File: src/rtl/frame_buf_writer.sv
// -----------------------------------------------------------------------------
// frame_buf_writer
//   Write side of a single-port image frame buffer. Captures one raster-order
//   IMG_W x IMG_H frame from a valid/ready pixel stream into BRAM port A, then
//   releases the memory. wr_active tells the display to blank this pane while
//   the frame is being written.
//
// Ports
//   pclk       in   clock, all logic on the rising edge
//   rst_n      in   synchronous active-low reset
//   start      in   one-cycle request to capture one frame (honoured in IDLE only)
//   s_valid    in   input pixel valid
//   s_sof      in   marks s_data as pixel (0,0)
//   s_data     in   input pixel
//   s_ready    out  writer accepts a beat this cycle (function of state only)
//   wea        out  BRAM write enable (registered)
//   addra      out  BRAM write address row*IMG_W+col (registered)
//   dina       out  BRAM write data (registered)
//   wr_active  out  high from the cycle after an accepted start through the done cycle
//   done       out  one-cycle pulse, full frame written
//   frame_err  out  one-cycle pulse, s_sof seen mid-frame (frame restarted at 0)
// -----------------------------------------------------------------------------
module frame_buf_writer #(
   parameter int IMG_W  = 200,
   parameter int IMG_H  = 200,
   parameter int ADDR_W = 16,
   parameter int DATA_W = 8
) (
   input  logic              pclk,
   input  logic              rst_n,
   input  logic              start,
   input  logic              s_valid,
   input  logic              s_sof,
   input  logic [DATA_W-1:0] s_data,
   output logic              s_ready,
   output logic              wea,
   output logic [ADDR_W-1:0] addra,
   output logic [DATA_W-1:0] dina,
   output logic              wr_active,
   output logic              done,
   output logic              frame_err
);

   typedef enum logic [1:0] {
      ST_IDLE     = 2'd0,
      ST_WAIT_SOF = 2'd1,
      ST_WRITE    = 2'd2,
      ST_DONE     = 2'd3
   } state_t;

   // Address of the last pixel, compared at the full counter width.
   localparam logic [ADDR_W-1:0] LAST_ADDR = ADDR_W'(IMG_W * IMG_H - 1);

   state_t              r_state;
   state_t              w_next_state;
   logic [ADDR_W-1:0]   r_next_addr;   // address the next non-SOF beat writes
   logic                w_beat;
   logic                w_write;
   logic                w_err;
   logic [ADDR_W-1:0]   w_wr_addr;

   logic                r_wea;
   logic [ADDR_W-1:0]   r_addra;
   logic [DATA_W-1:0]   r_dina;
   logic                r_wr_active;
   logic                r_done;
   logic                r_frame_err;

   // Ready depends on state alone, so no input reaches an output combinationally.
   assign s_ready   = (r_state == ST_WAIT_SOF) || (r_state == ST_WRITE);
   assign wea       = r_wea;
   assign addra     = r_addra;
   assign dina      = r_dina;
   assign wr_active = r_wr_active;
   assign done      = r_done;
   assign frame_err = r_frame_err;

   // Next-state and write-decision logic.
   always_comb begin
      w_next_state = r_state;
      w_write      = 1'b0;
      w_err        = 1'b0;
      w_wr_addr    = r_next_addr;
      w_beat       = s_valid & s_ready;
      case (r_state)
         ST_IDLE: begin
            if (start) begin
               w_next_state = ST_WAIT_SOF;
            end else begin
               w_next_state = ST_IDLE;
            end
         end
         ST_WAIT_SOF: begin
            // Junk before the first SOF is consumed without writing.
            if (w_beat && s_sof) begin
               w_write   = 1'b1;
               w_wr_addr = '0;
               if (LAST_ADDR == '0) begin
                  w_next_state = ST_DONE;
               end else begin
                  w_next_state = ST_WRITE;
               end
            end else begin
               w_next_state = ST_WAIT_SOF;
            end
         end
         ST_WRITE: begin
            if (w_beat) begin
               w_write = 1'b1;
               // A mid-frame SOF restarts the frame at pixel 0.
               if (s_sof) begin
                  w_err     = 1'b1;
                  w_wr_addr = '0;
               end else begin
                  w_wr_addr = r_next_addr;
               end
               if (w_wr_addr == LAST_ADDR) begin
                  w_next_state = ST_DONE;
               end else begin
                  w_next_state = ST_WRITE;
               end
            end else begin
               w_next_state = ST_WRITE;
            end
         end
         ST_DONE: begin
            w_next_state = ST_IDLE;
         end
         default: begin
            w_next_state = ST_IDLE;
         end
      endcase
   end

   // State register and registered BRAM/status outputs.
   always_ff @(posedge pclk) begin
      if (!rst_n) begin
         r_state     <= ST_IDLE;
         r_next_addr <= '0;
         r_wea       <= 1'b0;
         r_addra     <= '0;
         r_dina      <= '0;
         r_wr_active <= 1'b0;
         r_done      <= 1'b0;
         r_frame_err <= 1'b0;
      end else begin
         r_state     <= w_next_state;
         r_wea       <= w_write;
         if (w_write) begin
            r_addra     <= w_wr_addr;
            r_dina      <= s_data;
            r_next_addr <= w_wr_addr + ADDR_W'(1);
         end else begin
            r_addra     <= r_addra;
            r_dina      <= r_dina;
            r_next_addr <= r_next_addr;
         end
         r_wr_active <= (w_next_state != ST_IDLE);
         r_done      <= (w_next_state == ST_DONE);
         r_frame_err <= w_err;
      end
   end

endmodule

File: config.mk
export PLATFORM = sky130hd
export DESIGN_NAME = frame_buf_writer
export DESIGN_NICKNAME = d
export VERILOG_FILES = /design/src/rtl/frame_buf_writer.sv
export SDC_FILE = /design/constraint.sdc
export NUM_CORES = 1
export LEC_CHECK = 0
export CAP_MARGIN = 20
export CORE_MARGIN = 2
export CORE_UTILIZATION = 45
export CTS_CLUSTER_SIZE = 8
export DETAILED_ROUTE_END_ITERATION = 8
export DONT_BUFFER_PORTS = 1
export GPL_ROUTABILITY_DRIVEN = 0
export PLACE_DENSITY = 0.71
export SYNTH_ARGS = -nofsm -noshare
export SYNTH_HDL_FRONTEND = slang
export SYNTH_SLANG_ARGS = --single-unit
File: constraint.sdc
create_clock -name pclk -period 2.6 [get_ports pclk]
set_clock_uncertainty 0.15 [all_clocks]
set_input_delay 0.52 -clock pclk [delete_from_list [all_inputs] [get_ports pclk]]
set_output_delay 0.52 -clock pclk [all_outputs]
set_load 0.05 [all_outputs]
### Word level (Yosys, flattened, before mapping)

Cells that the tools add are included.

* bitwise operators: 1
* add/sub/neg operators: 1
* reductions and logical operators: 5
* equal/unequal tests: 5
* multiplexer cells: 15

Operator list (count)
* 2-to-1 mux 16 bit: 5
* case mux 16 bit (2 select lines): 1
* adder 16 x 1 -> 16 bit (second input constant): 1
* equality test 16 bit (second input constant): 1
* case mux 2 bit (4 select lines): 1
* equality test 2 bit (second input constant): 3
* 2-to-1 mux 1 bit: 5
* 2-to-1 mux 2 bit: 2
* AND reduction 3 bit: 1
* equality test 2 x 1 -> 1 bit (second input constant): 1
* logical NOT 2 bit: 1
* case mux 1 bit (2 select lines): 1
* nonzero test 2 bit: 1
* bitwise AND 1 bit: 1
* logical AND 1 bit: 1
* logical OR 1 bit: 1

* input bits: 13
* word-level logic and storage cells: 35
* bits in registers: 46
* output and inout port bits: 29

### Depth between registers and ports, before layout

Gate-level depths: netlist of run 1.

* depth after elaboration: 10
* depth in mapped cells: 10
* depth with buffers taken out: 10

### Least setup slack after synthesis of run 1

Ideal clock, no wire load.

* path kind: register to register
* from: reg r_state[0]
* to: reg r_next_addr[14]
* stages on the path, launching flop included: 11
* setup time: 0.116 ns
* required time: 2.334 ns
* setup slack: -0.078 ns
* data arrival time: 2.412 ns
* cells stage by stage: dfxtp_1 -> inv_1 -> ha_1 -> buf_2 -> nand2_1 -> and2_1 -> ha_1 -> nand3_1 -> nor2_1 -> a31oi_1 -> a41o_1

* cells in the longest elaborated chain, start to end: 7

Ends and longest elaborated chain
* start, declared: RTL line 54 `state_t r_state;`
* start signal, assigned: RTL line 147 `r_state <= w_next_state;`
* equality test 2 x 1 -> 1 bit / equality test 2 bit (equally long branches): RTL line 70 `assign s_ready = (r_state == ST_WAIT_SOF) || (r_state == ST_WRITE);`
* logical OR 1 bit (*): RTL line 70
* via s_ready: RTL line 35 `output logic s_ready,`
* bitwise AND 1 bit (*): RTL line 84 `w_beat = s_valid & s_ready;`
* logical AND 1 bit: RTL line 95 `if (w_beat && s_sof) begin`
* 2-to-1 mux 16 bit: RTL line 95
* case mux 16 bit (2 select lines): RTL line 85 `case (r_state)`
* adder 16 x 1 -> 16 bit: RTL line 152 `r_next_addr <= w_wr_addr + ADDR_W'(1);`
* end signal, assigned: RTL line 152
* end signal, assigned: RTL line 156 `r_next_addr <= r_next_addr;`
* end, declared: RTL line 56 `logic [ADDR_W-1:0] r_next_addr;`

Mark *: on every way through the listed nets, which the timed path passes. The rest lies on a longest branch.
A chain may end at the register's enable or synchronous reset.

### Worst setup path after layout of run 1

* from: reg r_state[0]
* to: reg r_next_addr[9]

* cells in the longest elaborated chain, start to end: 7

Ends and longest elaborated chain (RTL line)
* equality test 2 x 1 -> 1 bit / equality test 2 bit (equally long branches): 70, 85
* logical OR 1 bit: 70
* bitwise AND 1 bit: 84
* logical AND 1 bit: 95
* 2-to-1 mux 16 bit: 95
* case mux 16 bit (2 select lines): 85
* adder 16 x 1 -> 16 bit: 152

Parallel ways exist; a longest one is shown, timed or not.

==> results of run 1 <==
layer usage:
layer | share of wire | vias up
li1 | - | 856
met1 | 0.45 | 770
met2 | 0.46 | 48
met3 | 0.070 | 5
met4 | 0.015 | 0
met5 | 0 | -
cells by family after synthesis:
group,after synthesis,synth area share
and+or+nand+nor,98,0.243
DFF,46,0.468
AOI/OAI and AO/OA,67,0.228
adders and majority gates,4,0.0254
buffers and inverters,18,0.0356
stage by stage:
stage                      util  worst slack [ns]  instance area (um^2)  total power, mW  std cells
after floorplan               -            0.0812                  1970            0.792        233
after global placement    0.480             0.312                  2060            0.810        282
after detailed placement  0.480             0.188                  2060            0.811        282
after CTS                 0.504             0.173                  2170             1.33        290
after global routing      0.507            0.0211                  2180             1.37        290
final                     0.507             0.274                  2180             1.31        290
cell type report:
type                       count  area [um^2]  share of cell area
inverter                       5         18.8             0.00863
timing repair buffer          10         75.1              0.0345
multi-input combinational    169          990               0.455
clock buffer                   7         76.3              0.0351
sequential                    46          921               0.423
clock inverter                 1         30.0              0.0138
tap                           52         65.1              0.0299
power breakdown:
| group | leakage (nW) | internal, mW | switching (mW) | total (mW) |
|---|---|---|---|---|
| registers | 0.371 | 0.709 | 0.0143 | 0.723 |
| logic | 0.301 | 0.0224 | 0.0483 | 0.0707 |
| clock network | 0.0524 | 0.288 | 0.231 | 0.519 |
final timing paths:
kind                          startpoint                          end
max                r_state[0]$_SDFF_PN0_  r_next_addr[9]$_SDFFE_PN0P_
max reg2reg        r_state[0]$_SDFF_PN0_  r_next_addr[9]$_SDFFE_PN0P_
min                                rst_n         frame_err$_SDFF_PN0_
min reg2reg  r_next_addr[0]$_SDFFE_PN0P_        addra[0]$_SDFFE_PN0P_
placed cells by master (no fill, tap or decap), types with 3 or more instances in the layout:
cell type / n
a21o_1: 3
a21oi_1: 25
a22oi_1: 13
a311oi_1: 4
a31oi_1: 3
and3_1: 3
buf_4: 10
clkbuf_8: 5
dfxtp_1: 46
inv_1: 4
nand2_1: 38
nand3_1: 7
nand4_1: 6
nand4b_1: 3
nor2_1: 22
o21ai_0: 4
or3_1: 3
sequential cells by signal, indices dropped and copies added (netlist names):
name and flops:
r_next_addr 16, addra 16, wr_active 1, dina 8
done 1, frame_err 1, r_state 2, wea 1
what timing repair did:
item,in CTS,in global routing
hold buffers,0,0
resized for setup,0,3
setup endpoints to repair,0,5
==> qor.yml, run 1 <==
hold_depth: 2
detail-route-antenna-nets: 0
start_util: 0.458
worstSetupStartpointType: "register"
cts_tree: "done"
avgSynthCellArea_um2: 8.45
drt-total-wl_mm: 4.41
netlist.area_leader.share: 0.468
htree_levels: 2
cp_data_arrival_time_ns: 2.40
ys_seq_elements: 46
power.density_nw_per_um2: 603
met1_usage: 0.250
portBuffers: 0
finalHoldWorstSlack_ns: 0.190
period_minus_slack_ns: 2.33
wire_per_inst_um: 15.2
cp_slowest_stage_delay_ns: 0.58
fp.coreArea_um2: 4290
die-width_um: 70.1
grt_util_met3: 0.0649
path_depth: 6
fillers: 410
clock_path_buffers: 2
post_cts_buffers: 0
worstPathMaxFanout: 13
power_leakage_nw: 0.724
synth_common_cells: "dfxtp_1 (46), nand2_1 (38), a21oi_1 (25)"
grt_pass1_vias: 1577
synth_enable_flop_cells: 0
peakVddDrop_mv: 0.225
yosysTopAreaCell: "dfxtp_1"
grt_pass1_wl_mm: 7.56
final_layout_size_suffix_gt1_frac: 0.0966
cts-root-buf: "clkbuf_8"
vias: 1679
crit_buf_inv: 2
worst_slew_margin_rel: 0.654
synth.area.top_cells: "dfxtp_1 (47%), nand2_1 (7.2%), a21oi_1 (6.4%)"
antenna_cells: 0
top_usage_layer: "met2"
drc_errors: 0
reg2reg_depth: 6
synth.distinct_cells: 43
die_h_um: 70.1
met2_usage: 0.292
dieArea_um2: 4920
io_pins: 42
critPathKind: "register to register"
yosysMostFrequentCell: "dfxtp_1"
grt-ovfl-total: 0
ys.flop_type: "dfxtp_1"
worstPathCellList: "inv_1 > ha_2 > buf_4 > nand4b_1 > or4_1 > a31oi_1"
synth_nets: 250
grt_max_degree: 28
tightest_slew_ns: 0.514
via_per_inst: 5.79
worstPathRequired_ns: 2.68
cts_num_sinks: 46
max_clock_freq_ghz: 0.430
setup_violations: 0
area.growth.synth_to_final_pct: 10.6
syn-instance-count: 233
r2r_slack_ns: 0.27
mappedNetlistArea_um2: 1970
cp_top_family: "simple AND/OR/NAND/NOR gates"
postSynth.asyncResetShare: 0
ys_seq_area_frac: 0.468
row_count: 24
insertion_delay_ns: 0.30
cp_slowest_cell: "or4_1"
drv_slew: 0
finalHoldViolCount: 0
nets: 254
rsz0062_at_grt: "no"
cts_buffers: 5
status: "finished, final reports clean"
firstDrtPassIters: 4
hpwl_mm: 3.08
antenna_found_initial: 0
drtIter0Drc: 166
grt_use_total: 0.193
tns_ns: 0
clkTransAtPathRegs_ns: 0.08
fin_crit_sh: 0.895
drv_cap: 0
hold_class: "input pin to register"
end_kind: "register"
yosys_warnings: 0
Note: power is estimated with default switching activity, not from simulation.
==> run 2: changes to the inputs <==
--- a/config.mk
+++ b/config.mk
@@ -5,14 +5,15 @@
 export SDC_FILE = /design/constraint.sdc
 export NUM_CORES = 1
 export LEC_CHECK = 0
-export CAP_MARGIN = 20
+export CELL_PAD_IN_SITES_DETAIL_PLACEMENT = 0
+export CELL_PAD_IN_SITES_GLOBAL_PLACEMENT = 1
 export CORE_MARGIN = 2
 export CORE_UTILIZATION = 45
 export CTS_CLUSTER_SIZE = 8
 export DETAILED_ROUTE_END_ITERATION = 8
 export DONT_BUFFER_PORTS = 1
 export GPL_ROUTABILITY_DRIVEN = 0
-export PLACE_DENSITY = 0.71
+export PLACE_DENSITY = 0.87
 export SYNTH_ARGS = -nofsm -noshare
 export SYNTH_HDL_FRONTEND = slang
 export SYNTH_SLANG_ARGS = --single-unit
==> run 2 against run 1 <==
Effect of this change:
- first-iteration DRC count shrank 40%
- setup slack worse by 0.074 ns
- count of clock-buffer cells in the layout decreased by 1
==> qor.yml, run 2 (synthesized netlist as in run 1, its figures left out) <==
drtIter0Drc: 100  # -40%
reg2reg_depth: 9  # +3
min-delay-start: "rst_n"
peakVddDrop_mv: 0.232  # +3.2%
power.density_nw_per_um2: 577  # -4.4%
grt_pass1_wl_mm: 7.62  # +0.91%
wire_per_inst_um: 15.7  # +3.1%
grt-ovfl-total: 0  # unchanged
cp_data_arrival_time_ns: 2.48  # +0.08 ns
grt_max_degree: 24  # -14%
vias: 1743  # +3.8%
drc_errors: 0  # unchanged
cts_resized: 0  # unchanged
fp.coreArea_um2: 4290  # unchanged
worstPathRequired_ns: 2.68  # about the same
antenna_found_initial: 0  # unchanged
critPathLaunch: "r_state[0]$_SDFF_PN0_"
final_layout_size_suffix_gt1_frac: 0.105  # +0.00840
finalHoldWorstSlack_ns: 0.189  # -0.00141 ns
hold_class: "input pin to register"
r2r-start: "r_state[0]$_SDFF_PN0_"
cts-root-buf: "clkbuf_8"
cts_num_sinks: 46  # unchanged
clkTransAtPathRegs_ns: 0.08  # about the same
cts_tree: "done"
worstPathMaxFanout: 10  # -3
worstSetupEndpoint: "r_next_addr[12]$_SDFFE_PN0P_"
io_pins: 42  # unchanged
seq_area_um2: 921  # unchanged
drv_cap: 0  # unchanged
post_cts_buffers: 0  # unchanged
layout_commonest_cell: "dfxtp_1"
fillers: 420  # +2.4%
drv_slew: 0  # unchanged
cts_buffers: 5  # unchanged
r2r_end: "r_next_addr[12]$_SDFFE_PN0P_"
period_minus_slack_ns: 2.40  # +0.0740 ns
area.growth.synth_to_final_pct: 9.98
multi_input_area_um2: 990  # unchanged
power_leakage_nw: 0.719  # -0.72%
dieArea_um2: 4920  # unchanged
htree_levels: 2  # unchanged
tns_ns: 0  # unchanged
status: "finished, final reports clean"
fin_crit_sh: 0.923  # +0.0285
worst_slew_margin_rel: 0.617  # -0.0367
nets: 254  # unchanged
rsz0062_at_grt: "no"
start_util: 0.458  # unchanged
die-width_um: 70.1  # unchanged
portBuffers: 0  # unchanged
grt_pass1_vias: 1536  # -2.6%
ctsHoldBuffers: 0  # unchanged
clock_path_buffers: 2  # unchanged
die_h_um: 70.1  # unchanged
detail-route-antenna-nets: 0  # unchanged
r2r_slack_ns: 0.20  # -0.07 ns
setup_violations: 0  # unchanged
end_kind: "register"
hpwl_mm: 3.16  # +2.7%
row_count: 24  # unchanged
critPathKind: "register to register"
insertion_delay_ns: 0.30  # about the same
tightest_slew_ns: 0.569  # +0.0546 ns
worstSetupStartpointType: "register"
finalHoldViolCount: 0  # unchanged
drt-total-wl_mm: 4.54  # +3.1%
antenna_cells: 0  # unchanged
firstDrtPassIters: 4  # unchanged
final_cell_mix: "dfxtp_1 (46), nand2_1 (38), a21oi_1 (25)"
max_clock_freq_ghz: 0.417  # -3.1%
via_per_inst: 6.01  # +3.8%
grt_use_total: 0.195  # +0.00249
-- run 2: cell types whose count changed in the layout (fill, tap and decap cells not counted) --
cell / delta
clkinv_2: +1
clkbuf_8: +1
bufinv_16: -1
clkbuf_1: -2
clkinvlp_4: +1
-- run 2: worst min path at each step --
stage                                        endpoint  slack [ns]  cells after the start
after floorplan           r_next_addr[1]$_SDFFE_PN0P_        0.32                      2
after global routing             dina[4]$_SDFFE_PN0P_        0.18                      2
after CTS                        frame_err$_SDFF_PN0_        0.18                      2
after detailed placement  r_next_addr[1]$_SDFFE_PN0P_        0.35                      2
final                            frame_err$_SDFF_PN0_        0.19                      2
after global placement    r_next_addr[1]$_SDFFE_PN0P_        0.35                      2
-- run 2: final cells by class --
| cell class | instances | area share |
|---|---|---|
| timing repair buffer | 10 | 0.0347 |
| multi-input combinational | 169 | 0.457 |
| inverter | 5 | 0.00867 |
| clock inverter | 2 | 0.00578 |
| sequential | 46 | 0.425 |
| clock buffer | 6 | 0.0382 |
| tap | 52 | 0.0301 |
-- run 2: layer usage --
layer / track usage / wire length [um]
met5: 0 / 0
met4: 0.0769 / 75
met3: 0.0678 / 245
met2: 0.286 / 2080
met1: 0.264 / 2140
-- run 2: per-stage QoR --
stage / instance area (um^2) / util / instances / worst slack (ns) / power [mW]
3_5_place_dp: 2060 / 0.480 / 282 / 0.183 / 0.812
3_3_place_gp: 2060 / 0.480 / 282 / 0.298 / 0.812
2_1_floorplan: 1970 / - / 233 / 0.0812 / 0.792
4_1_cts: 2150 / 0.502 / 290 / 0.164 / 1.26
5_1_grt: 2160 / 0.504 / 290 / 0.0448 / 1.30
6_report: 2160 / 0.504 / 290 / 0.200 / 1.25
-- run 2: worst max-delay path, cell delays in order, from the launching register on --
cell and delay, ns:
dfxtp_1 0.38, inv_1 0.08, ha_2 0.35, nand2_1 0.13, and2_1 0.15, ha_1 0.19
nand3_1 0.21, nand2b_1 0.25, a2111o_1 0.30, a21oi_1 0.15
-- run 2: where the power goes --
group / switching [mW] / internal [mW] / total [mW]
Clock: 0.239 / 0.214 / 0.453
Combinational: 0.0490 / 0.0231 / 0.0720
Sequential: 0.0144 / 0.709 / 0.723
==> run 3: changes to the inputs <==
--- a/config.mk
+++ b/config.mk
@@ -7,7 +7,6 @@
 export LEC_CHECK = 0
 export CELL_PAD_IN_SITES_DETAIL_PLACEMENT = 0
 export CELL_PAD_IN_SITES_GLOBAL_PLACEMENT = 1
-export CORE_MARGIN = 2
 export CORE_UTILIZATION = 45
 export CTS_CLUSTER_SIZE = 8
 export DETAILED_ROUTE_END_ITERATION = 8
==> run 3 against run 2 <==
Effect of this change:
- global-route usage grew 2.5 points
- fmax grew 2.3%
- sequential share of layout area is essentially flat
- via count shrank 3.8%
- largest cell class unchanged
- count of clock-buffer cells in the layout is the same
- combinational power is essentially flat
- utilization grew 2.6 points
- die area shrank 5.6%
- cell count shrank 1.4%
- critical path depth is the same
==> qor.yml, run 3 (synthesized netlist as in run 1, its figures left out) <==
status: "finished, final reports clean"
insertion_delay_ns: 0.30  # about the same
wire_per_inst_um: 15.6  # -0.66%
cts-root-buf: "clkbuf_8"
vias: 1676  # -3.8%
peakVddDrop_mv: 0.325  # +40%
final_layout_size_suffix_gt1_frac: 0.0890  # -0.0161
cts_buffers: 5  # unchanged
dp_cells: 278  # -1.4%
worstPathCellList: "inv_1 > ha_2 > nand2_1 > and2_1 > ha_1 > nand3_1 > nand2b_1 > a2111o_1 > a21oi_1"
crit_buf_inv: 1  # unchanged
grt_max_degree: 27  # +13%
grt_pass1_vias: 1571  # +2.3%
cts_tree: "done"
tns_ns: 0  # unchanged
drt-total-wl_mm: 4.45  # -2.0%
tightest_slew_ns: 1.00  # +0.433 ns
p_clk_frac: 0.398  # +0.035
layout_commonest_cell: "dfxtp_1"
cp_slowest_stage_delay_ns: 0.38  # about the same
area.growth.synth_to_final_pct: 10.1
row_count: 23  # -4.2%
antenna_found_initial: 0  # unchanged
switching_share: 0.229  # -0.0133
drv_slew: 0  # unchanged
fp.coreArea_um2: 4090  # -4.8%
via_per_inst: 5.86  # -2.5%
period_minus_slack_ns: 2.35  # -0.0536 ns
grt_use_total: 0.220  # +0.0254
die_h_um: 68.1  # -2.9%
detail-route-antenna-nets: 0  # unchanged
cp_data_arrival_time_ns: 2.43  # -0.05 ns
drc_errors: 0  # unchanged
worstSetupStartpointType: "register"
top_usage_layer: "met2"
fin_crit_sh: 0.902  # -0.0206
grt_pass1_wl_mm: 7.46  # -2.2%
critPathKind: "register to register"
htree_levels: 2  # unchanged
met2_usage: 0.342  # +0.0562
cts_resized: 0  # unchanged
portBuffers: 0  # unchanged
hpwl_mm: 3.00  # -5.1%
setup_violations: 0  # unchanged
power_leakage_nw: 0.721  # +0.35%
drtIter0Drc: 70  # -30%
rsz0062_at_grt: "no"
finalHoldViolCount: 0  # unchanged
fin_util: 0.530  # +0.0262
finalNonFillerCells: 286  # -1.4%
max_clock_freq_ghz: 0.426  # +2.3%
end_kind: "register"
cp_top_family: "simple AND/OR/NAND/NOR gates"
post_cts_buffers: 0  # unchanged
power.internal_mw: 1.02  # +7.7%
io_pins: 42  # unchanged
worstPathRequired_ns: 2.68  # about the same
seqPwrFrac: 0.547  # -0.032
ctsHoldBuffers: 0  # unchanged
grt-ovfl-total: 0  # unchanged
final_cell_mix: "dfxtp_1 (46), nand2_1 (38), a21oi_1 (25)"
power.net_switching_mw: 0.303  # about the same
clock_path_buffers: 2  # unchanged
firstDrtPassIters: 4  # unchanged
clkTransAtPathRegs_ns: 0.08  # about the same
drv_cap: 0  # unchanged
hold_class: "input pin to register"
worst_slew_margin_rel: 0.330  # -0.288
antenna_cells: 0  # unchanged
dieArea_um2: 4640  # -5.6%
power.density_nw_per_um2: 610  # +5.8%
start_util: 0.482  # +0.0233
cts_num_sinks: 46  # unchanged
cp_slowest_cell: "dfxtp_1"
pwr-share-comb: 0.055  # -0.003
grt_util_met3: 0.0750  # +0.00718
met1_usage: 0.280  # +0.0164
nets: 252  # -0.79%
die-width_um: 68.1  # -2.9%
worstPathMaxFanout: 11  # +1
fillers: 395  # -6.0%
[run 3: changes by cell type in the layout (fill, tap and decap cells not counted)]
cell       previous run  this run
clkbuf_8              6         5
nor2_4                1         0
nor2_2                0         1
clkbuf_1              0         1
ha_1                  2         3
bufinv_16             0         1
clkinv_2              1         0
ha_2                  2         1
buf_4                10         7
buf_12                0         1
[run 3: worst paths after layout]
kind	start	slack [ns]	end	cells past startpoint
min reg2reg	r_next_addr[1]$_SDFFE_PN0P_	0.36	r_next_addr[1]$_SDFFE_PN0P_	2
max	r_state[0]$_SDFF_PN0_	0.25	r_next_addr[12]$_SDFFE_PN0P_	9
min	s_data[3]	0.19	dina[3]$_SDFFE_PN0P_	2
max reg2reg	r_state[0]$_SDFF_PN0_	0.25	r_next_addr[12]$_SDFFE_PN0P_	9
[run 3: per-layer routing]
layer  vias up  wire [um]  share of wire
met5         -          0              0
met4         0         61          0.014
li1        851          -              -
met1       781       2120           0.48
met3         5        241          0.054
met2        39       2030           0.46
[run 3: final cells by class]
cell class | instances | area, um^2 | area share
clock buffers | 6 | 72.6 | 0.0335
flip-flops and latches | 46 | 921 | 0.425
well taps | 50 | 62.6 | 0.0289
inverters | 5 | 18.8 | 0.00866
clock inverters | 2 | 37.5 | 0.0173
multi-input cells | 169 | 982 | 0.453
repair buffers | 8 | 72.6 | 0.0335
[run 3: metrics by stage]
step	hold slack, ns	setup WS [ns]	power [mW]	instance area [um^2]
after global routing	0.182	0.0203	1.37	2170
after CTS	0.185	0.200	1.33	2160
final	0.193	0.254	1.32	2170
after detailed placement	0.342	0.216	0.813	2050
after floorplan	0.321	0.0812	0.792	1970
after global placement	0.336	0.288	0.812	2050
[run 3: worst reg2reg max path: cells and delay by family (launching register included)]
family / cells / cell delay, ns
and+or+nand+nor: 4 / 0.70
buffers and inverters: 1 / 0.08
DFF: 1 / 0.38
AOI/OAI and AO/OA: 2 / 0.44
adders and majority gates: 2 / 0.53
[run 3: power groups by stage]
stage          logic (mW)  registers (mW)  clock network [mW]
6_report           0.0723           0.723               0.526
3_5_place_dp       0.0731           0.740                   0
5_1_grt            0.0795           0.724               0.570
4_1_cts            0.0733           0.723               0.538
2_1_floorplan      0.0529           0.739                   0
3_3_place_gp       0.0727           0.740                   0
